[config.mk]
export PLATFORM = sky130hd
export DESIGN_NAME = fp_operand_loader_flat
export DESIGN_NICKNAME = d
export VERILOG_FILES = /design/src/rtl/fp_operand_loader_pkg.sv /design/src/rtl/fp_operand_loader_if.sv /design/src/rtl/fp_operand_loader_db_edge.sv /design/src/rtl/fp_operand_loader.sv /design/src/flat_wrapper.sv
export SDC_FILE = /design/constraint.sdc
export NUM_CORES = 1
export LEC_CHECK = 0
export ABC_AREA = 1
export CORE_MARGIN = 8
export CORE_UTILIZATION = 30
export DETAILED_ROUTE_END_ITERATION = 16
export PLACE_DENSITY = 0.52
export RECOVER_POWER = 100
export SYNTH_ARGS = -nofsm -noshare
export SYNTH_HDL_FRONTEND = slang
export SYNTH_HIERARCHICAL = 1
export SYNTH_SLANG_ARGS = --single-unit
[constraint.sdc]
create_clock -name clk_amisha -period 1.3 [get_ports clk_amisha]
set_clock_uncertainty 0.05 [all_clocks]
set_input_delay 0.39 -clock clk_amisha [delete_from_list [all_inputs] [get_ports clk_amisha]]
set_output_delay 0.39 -clock clk_amisha [all_outputs]
set_load 0.02 [all_outputs]
[src/rtl/fp_operand_loader_pkg.sv]
// Shared definitions for the floating-point operand loader: entry-step
// encoding, operand field widths and the fraction capture rule.
// Optional feature macro: FP_LOADER_HIDDEN_BIT_EN (forces the normalized
// hidden bit into captured fractions).
package fp_operand_loader_pkg;

  localparam int EXP_W   = 4;
  localparam int FRAC_W  = 8;
  localparam int STATE_W = 3;

  // Entry steps; the encoding is also the value shown on the step display.
  typedef enum logic [STATE_W-1:0] {
    ST_F1   = 3'd0,
    ST_E1   = 3'd1,
    ST_F2   = 3'd2,
    ST_E2   = 3'd3,
    ST_DONE = 3'd4
  } state_t;

  // Fraction value stored when an enter event lands in a fraction step.
  function automatic logic [FRAC_W-1:0] capture_frac(input logic [7:0] sw);
`ifdef FP_LOADER_HIDDEN_BIT_EN
    return {1'b1, sw[6:0]};
`else
    return sw;
`endif
  endfunction

endpackage

[src/rtl/fp_operand_loader_if.sv]
// Switch/button inputs and operand outputs of the operand loader.
interface fp_operand_loader_if;
  import fp_operand_loader_pkg::*;

  logic [1:0]        btn_amisha;
  logic [7:0]        sw_amisha;
  logic              sign1_amisha;
  logic              sign2_amisha;
  logic [EXP_W-1:0]  exp1_amisha;
  logic [EXP_W-1:0]  exp2_amisha;
  logic [FRAC_W-1:0] frac1_amisha;
  logic [FRAC_W-1:0] frac2_amisha;
  logic              valid_amisha;
  logic [STATE_W-1:0] step_amisha;

  // Board / stimulus side: drives buttons and switches, observes operands.
  modport master (
    output btn_amisha, sw_amisha,
    input  sign1_amisha, sign2_amisha, exp1_amisha, exp2_amisha,
    input  frac1_amisha, frac2_amisha, valid_amisha, step_amisha
  );

  // Loader side.
  modport slave (
    input  btn_amisha, sw_amisha,
    output sign1_amisha, sign2_amisha, exp1_amisha, exp2_amisha,
    output frac1_amisha, frac2_amisha, valid_amisha, step_amisha
  );
endinterface

[src/rtl/fp_operand_loader_db_edge.sv]
// One pushbutton conditioner: 2-flop synchronizer, counting debouncer and a
// single-clock press pulse on the rising edge of the debounced level.
// The level flips on the 2^DB_W-th consecutive clock of disagreement; any
// clock of agreement clears the count.
module db_edge #(
  parameter int DB_W = 20
) (
  input  logic clk,
  input  logic rst,
  input  logic btn_raw,
  output logic press
);

  logic            sync1_r;
  logic            sync2_r;
  logic            level_r;
  logic            press_r;
  logic [DB_W-1:0] count_r;
  logic            differ_s;
  logic            accept_s;

  // Disagreement detect and end-of-interval decode.
  always_comb begin
    differ_s = sync2_r ^ level_r;
    accept_s = differ_s && (count_r == {DB_W{1'b1}});
  end

  // Two-flop synchronizer for the asynchronous button.
  always_ff @(posedge clk or posedge rst) begin
    if (rst) begin
      sync1_r <= 1'b0;
      sync2_r <= 1'b0;
    end else begin
      sync1_r <= btn_raw;
      sync2_r <= sync1_r;
    end
  end

  // Debounce counter, accepted level and press pulse (pulse aligns with the
  // first clock the debounced level reads 1).
  always_ff @(posedge clk or posedge rst) begin
    if (rst) begin
      count_r <= {DB_W{1'b0}};
      level_r <= 1'b0;
      press_r <= 1'b0;
    end else if (!differ_s) begin
      count_r <= {DB_W{1'b0}};
      press_r <= 1'b0;
    end else if (accept_s) begin
      count_r <= {DB_W{1'b0}};
      level_r <= sync2_r;
      press_r <= sync2_r;
    end else begin
      count_r <= count_r + DB_W'(1);
      press_r <= 1'b0;
    end
  end

  assign press = press_r;

endmodule

[src/rtl/fp_operand_loader.sv]
// Floating-point operand loader: two debounced buttons (enter, clear) walk
// a four-step entry FSM that captures two sign/exponent/fraction operands
// from the slide switches.
// Optional feature macro: FP_LOADER_HIDDEN_BIT_EN (see package).
module fp_operand_loader
  import fp_operand_loader_pkg::*;
#(
  parameter int DB_W = 20
) (
  input  logic               clk_amisha,
  input  logic               reset_amisha,
  fp_operand_loader_if.slave bus
);

  logic              enter_s;
  logic              clear_s;
  state_t            state_r;
  state_t            next_s;
  logic              valid_r;
  logic              valid_next_s;
  logic              ld_frac1_s;
  logic              ld_exp1_s;
  logic              ld_frac2_s;
  logic              ld_exp2_s;
  logic              sign1_r;
  logic              sign2_r;
  logic [EXP_W-1:0]  exp1_r;
  logic [EXP_W-1:0]  exp2_r;
  logic [FRAC_W-1:0] frac1_r;
  logic [FRAC_W-1:0] frac2_r;

  db_edge #(.DB_W(DB_W)) u_enter (
    .clk     (clk_amisha),
    .rst     (reset_amisha),
    .btn_raw (bus.btn_amisha[0]),
    .press   (enter_s)
  );

  db_edge #(.DB_W(DB_W)) u_clear (
    .clk     (clk_amisha),
    .rst     (reset_amisha),
    .btn_raw (bus.btn_amisha[1]),
    .press   (clear_s)
  );

  // Next step, valid and operand load enables; clear overrides enter.
  always_comb begin
    next_s       = state_r;
    valid_next_s = valid_r;
    ld_frac1_s   = 1'b0;
    ld_exp1_s    = 1'b0;
    ld_frac2_s   = 1'b0;
    ld_exp2_s    = 1'b0;
    if (clear_s) begin
      next_s       = ST_F1;
      valid_next_s = 1'b0;
    end else if (enter_s) begin
      case (state_r)
        ST_F1: begin
          next_s     = ST_E1;
          ld_frac1_s = 1'b1;
        end
        ST_E1: begin
          next_s    = ST_F2;
          ld_exp1_s = 1'b1;
        end
        ST_F2: begin
          next_s     = ST_E2;
          ld_frac2_s = 1'b1;
        end
        ST_E2: begin
          next_s       = ST_DONE;
          ld_exp2_s    = 1'b1;
          valid_next_s = 1'b1;
        end
        ST_DONE: begin
          next_s = ST_DONE;
        end
        default: begin
          next_s       = ST_F1;
          valid_next_s = 1'b0;
        end
      endcase
    end else begin
      next_s = state_r;
    end
  end

  // Step register and registered valid flag.
  always_ff @(posedge clk_amisha or posedge reset_amisha) begin
    if (reset_amisha) begin
      state_r <= ST_F1;
      valid_r <= 1'b0;
    end else begin
      state_r <= next_s;
      valid_r <= valid_next_s;
    end
  end

  // Operand registers; each field holds until its step is entered again.
  always_ff @(posedge clk_amisha or posedge reset_amisha) begin
    if (reset_amisha) begin
      frac1_r <= {FRAC_W{1'b0}};
      sign1_r <= 1'b0;
      exp1_r  <= {EXP_W{1'b0}};
      frac2_r <= {FRAC_W{1'b0}};
      sign2_r <= 1'b0;
      exp2_r  <= {EXP_W{1'b0}};
    end else begin
      if (ld_frac1_s) begin
        frac1_r <= capture_frac(bus.sw_amisha);
      end
      if (ld_exp1_s) begin
        sign1_r <= bus.sw_amisha[7];
        exp1_r  <= bus.sw_amisha[EXP_W-1:0];
      end
      if (ld_frac2_s) begin
        frac2_r <= capture_frac(bus.sw_amisha);
      end
      if (ld_exp2_s) begin
        sign2_r <= bus.sw_amisha[7];
        exp2_r  <= bus.sw_amisha[EXP_W-1:0];
      end
    end
  end

  assign bus.step_amisha  = state_r;
  assign bus.valid_amisha = valid_r;
  assign bus.sign1_amisha = sign1_r;
  assign bus.exp1_amisha  = exp1_r;
  assign bus.frac1_amisha = frac1_r;
  assign bus.sign2_amisha = sign2_r;
  assign bus.exp2_amisha  = exp2_r;
  assign bus.frac2_amisha = frac2_r;

endmodule

[src/flat_wrapper.sv]
// flat-port wrapper written by rule: the top's interface ports become plain ports
module fp_operand_loader_flat import fp_operand_loader_pkg::*;
#(
  parameter int DB_W = 20
)
  (clk_amisha, reset_amisha, bus_btn_amisha, bus_sw_amisha, bus_sign1_amisha, bus_sign2_amisha, bus_exp1_amisha, bus_exp2_amisha, bus_frac1_amisha, bus_frac2_amisha, bus_valid_amisha, bus_step_amisha);
  fp_operand_loader_if bus_i ();
  input  logic clk_amisha;
  input  logic reset_amisha;
  input wire logic [$bits(bus_i.btn_amisha)-1:0] bus_btn_amisha;
  input wire logic [$bits(bus_i.sw_amisha)-1:0] bus_sw_amisha;
  output wire logic [$bits(bus_i.sign1_amisha)-1:0] bus_sign1_amisha;
  output wire logic [$bits(bus_i.sign2_amisha)-1:0] bus_sign2_amisha;
  output wire logic [$bits(bus_i.exp1_amisha)-1:0] bus_exp1_amisha;
  output wire logic [$bits(bus_i.exp2_amisha)-1:0] bus_exp2_amisha;
  output wire logic [$bits(bus_i.frac1_amisha)-1:0] bus_frac1_amisha;
  output wire logic [$bits(bus_i.frac2_amisha)-1:0] bus_frac2_amisha;
  output wire logic [$bits(bus_i.valid_amisha)-1:0] bus_valid_amisha;
  output wire logic [$bits(bus_i.step_amisha)-1:0] bus_step_amisha;
  assign bus_i.btn_amisha = bus_btn_amisha;
  assign bus_i.sw_amisha = bus_sw_amisha;
  assign bus_sign1_amisha = bus_i.sign1_amisha;
  assign bus_sign2_amisha = bus_i.sign2_amisha;
  assign bus_exp1_amisha = bus_i.exp1_amisha;
  assign bus_exp2_amisha = bus_i.exp2_amisha;
  assign bus_frac1_amisha = bus_i.frac1_amisha;
  assign bus_frac2_amisha = bus_i.frac2_amisha;
  assign bus_valid_amisha = bus_i.valid_amisha;
  assign bus_step_amisha = bus_i.step_amisha;
  fp_operand_loader #(.DB_W(DB_W)) u_core (.clk_amisha(clk_amisha), .reset_amisha(reset_amisha), .bus(bus_i));
endmodule
==> impl_metrics.ini <==
[outcome]
outcome = finished with violations
violations = setup timing

[cts]
cts_root_buf = clkbuf_16
clkTransAtPathRegs_ns = 0.06
htreeDepth = 3
cts_sinks = 78
cts_tree = built
clk_latency_ns = 0.34
cts_buffers = 9
max-clock-path-buffers = 2

[power_and_ir_drop]
p_leak_nw = 2.58
power_density_mw_per_mm2 = 1030
p_seq_frac = 0.438
p_int_mw = 4.46
p_comb_frac = 0.036
ir_worst_vdd_mv = 0.684
clkPwrFrac = 0.527
total_power_mw = 5.63
swShare = 0.208
switchingPower_mw = 1.17

[sta]
finalSetupViolations = 71
min_period_ns = 1.45
tns_ns = -4.04
slew_viol_final = 0
hold_violations = 0
setup_ws_ns = -0.155
timing.fmax_mhz = 688
max_slew_margin = 0.500
tightest_slew_ns = 0.750
period_share = 1.12
rsz0062_at_grt = yes

[global_routing]
grt_pass1_vias = 3120
met3_usage = 0.0242
grt.total_usage = 0.111
use_met2 = 0.167
grt_pass1_wl_um = 14900
grt-busiest-layer = met2
grt_max_degree = 31
grt_antenna_before_repair = 0
grt_use_met1 = 0.151
gr-total-overflow = 0

[min_path]
hold_path_class = register to register
holdPathStages = 0

[setup_path]
crit_fanout = 6
cp_top_family = simple AND/OR/NAND/NOR gates
arrival_ns = 1.63
setup.worst_path.start_class = register
worst-setup-path-type = register to register
cp.required_ns = 1.48
end_kind = register
crit_chain = ha_2 -> nand2_2 -> nor2_4 -> nand2_4 -> nor2_4 -> nand3_2 -> nand2_4 -> nor2_1
crit_cells = 8
crit_buf_inv = 0
reg2reg_depth = 8
critical_path.max_stage_delay_ns = 0.35
cpMaxStageDelayCell = dfrtp_1

[synth]
async_flop_share = 1.00
yosys-top-cells-area = dfrtp_1 50%, nand2_1 13%, nor2_1 5.6%, inv_1 4.9%, nand3_1 3.4%
synth.yosys.seq_area_share = 0.505
yosysMostFrequentCell = nand2_1
yosys.area.top_type = dfrtp_1
ys_seq_elements = 78
synth.net_count = 475
synth-edff-count = 0
synth-main-ff-cell = dfrtp_1
syn-cell-area_mm2 = 0.00387
yosysWarnings = 6
synth_common_cells = 129 x nand2_1, 78 x dfrtp_1, 58 x nor2_1
synth.distinct_cells = 30
postSynthCellCount = 461
netlist.area_leader.share = 0.505
syn_area_per_cell_um2 = 8.39

[placement]
port_buffers = 41
gp_routability_congestion = 0.750
place_hpwl_um = 6450

[finish]
syn_to_final_growth_pct = 41.7
diodes = 0
drive_gt1_frac = 0.314
final_nets = 582
multi_input_area_mm2 = 0.00180
ff_latch_area_mm2 = 0.00195
fill_cells = 1231

[route]
wl_per_cell_um = 12.0
drc = 0
via_per_inst = 4.30
vias = 3204
drtPass1Iterations = 4
finalWirelength_um = 8950
drt_iter0_markers = 184
ant_nets = 0

[floorplan]
design.core.area_mm2 = 0.0126
ios = 42
rows = 41
floorplan.initialDensity = 0.307
dieArea_mm2 = 0.0168
die_h_um = 130
die_w_um = 130

[run]
drv_cap = 0
==> final timing paths <==
check	slack, ns	end	from
worst max-delay path	-0.15	u_core/u_enter/count_r[11]	u_core/u_enter/count_r[1]
worst min-delay path	0.30	u_core/u_enter/sync2_r	u_core/u_enter/sync1_r
worst max register to register	-0.15	u_core/u_enter/count_r[11]	u_core/u_enter/count_r[1]
worst min register to register	0.30	u_core/u_enter/sync2_r	u_core/u_enter/sync1_r
max in group asynchronous	0.01	u_core/bus.frac1_amisha[0]	reset_amisha
min in group asynchronous	0.64	u_core/u_enter/count_r[16]	reset_amisha
==> layout by cell type (no fill, tap or decap), drive strengths merged, types with 6 or more instances in the layout <==
| cell type | instances |
|---|---|
| nand3b | 8 |
| o21bai | 8 |
| clkdlybuf4s50 | 8 |
| nand4 | 6 |
| dfrtp | 78 |
| nand2 | 135 |
| and2 | 6 |
| inv | 54 |
| nor2 | 78 |
| buf | 84 |
| xor2 | 12 |
| nand3 | 30 |
| clkbuf | 16 |
| o21ai | 30 |
==> layout make-up <==
cell class              count  area share
flip-flops and latches     78       0.356
multi-input cells         322       0.329
clock inverters             6      0.0212
repair buffers            102       0.172
inverters                  55      0.0386
well taps                 172      0.0393
clock buffers              10      0.0436
==> metal layers <==
| metal | vias to the layer above | wire [um] |
|---|---|---|
| met2 | 34 | 4050 |
| met3 | 12 | 322 |
| li1 | 1658 | - |
| met5 | - | 0 |
| met1 | 1500 | 4410 |
| met4 | 0 | 171 |
==> registers in the layout (all words and copies together) (netlist names), 3 cells and up <==
register,count
u_core/u_clear/count_r,20
u_core/u_enter/count_r,20
u_core/bus.frac1_amisha,8
u_core/bus.frac2_amisha,8
u_core/bus.exp1_amisha,4
u_core/bus.exp2_amisha,4
u_core/bus.step_amisha,3
==> metrics by stage <==
step	util	hold WS, ns	std cells	instance area (um2)	setup slack (ns)
3_5_place_dp	0.387	0.289	711	4880	-0.131
3_3_place_gp	0.387	0.286	711	4880	-0.125
5_1_grt	0.434	0.320	745	5480	-0.236
2_1_floorplan	-	0.281	461	3900	-0.0748
6_report	0.434	0.300	745	5480	-0.155
4_1_cts	0.422	0.303	732	5320	-0.119
==> power by group through the flow <==
stage,clock (mW),sequential [mW],combinational [mW]
global placement,0,2.51,0.214
floorplan,0,2.51,0.104
global route,3.13,2.47,0.229
finish,2.97,2.47,0.201
detailed placement,0,2.51,0.218
CTS,3.04,2.46,0.220
==> kinds of logic after synthesis <==
logic type | Yosys count | share of synthesized area
AO/OA/AOI/OAI | 41 | 0.0699
XOR/XNOR | 14 | 0.0317
adder cells (fa/ha/maj) | 2 | 0.00647
flip-flops | 78 | 0.505
buffers and inverters | 61 | 0.0650
AND/OR/NAND/NOR | 265 | 0.322
==> repair_timing <==
action                     in CTS  in global routing
buffers inserted                5                 12
hold endpoints to repair        0                  0
gates resized for setup       185                 29
pin swaps                       3                 12
setup endpoints to repair      80                 97
hold buffers                    0                  0
cloned                          0                  1
Note: power is estimated with default switching activity, not from simulation.
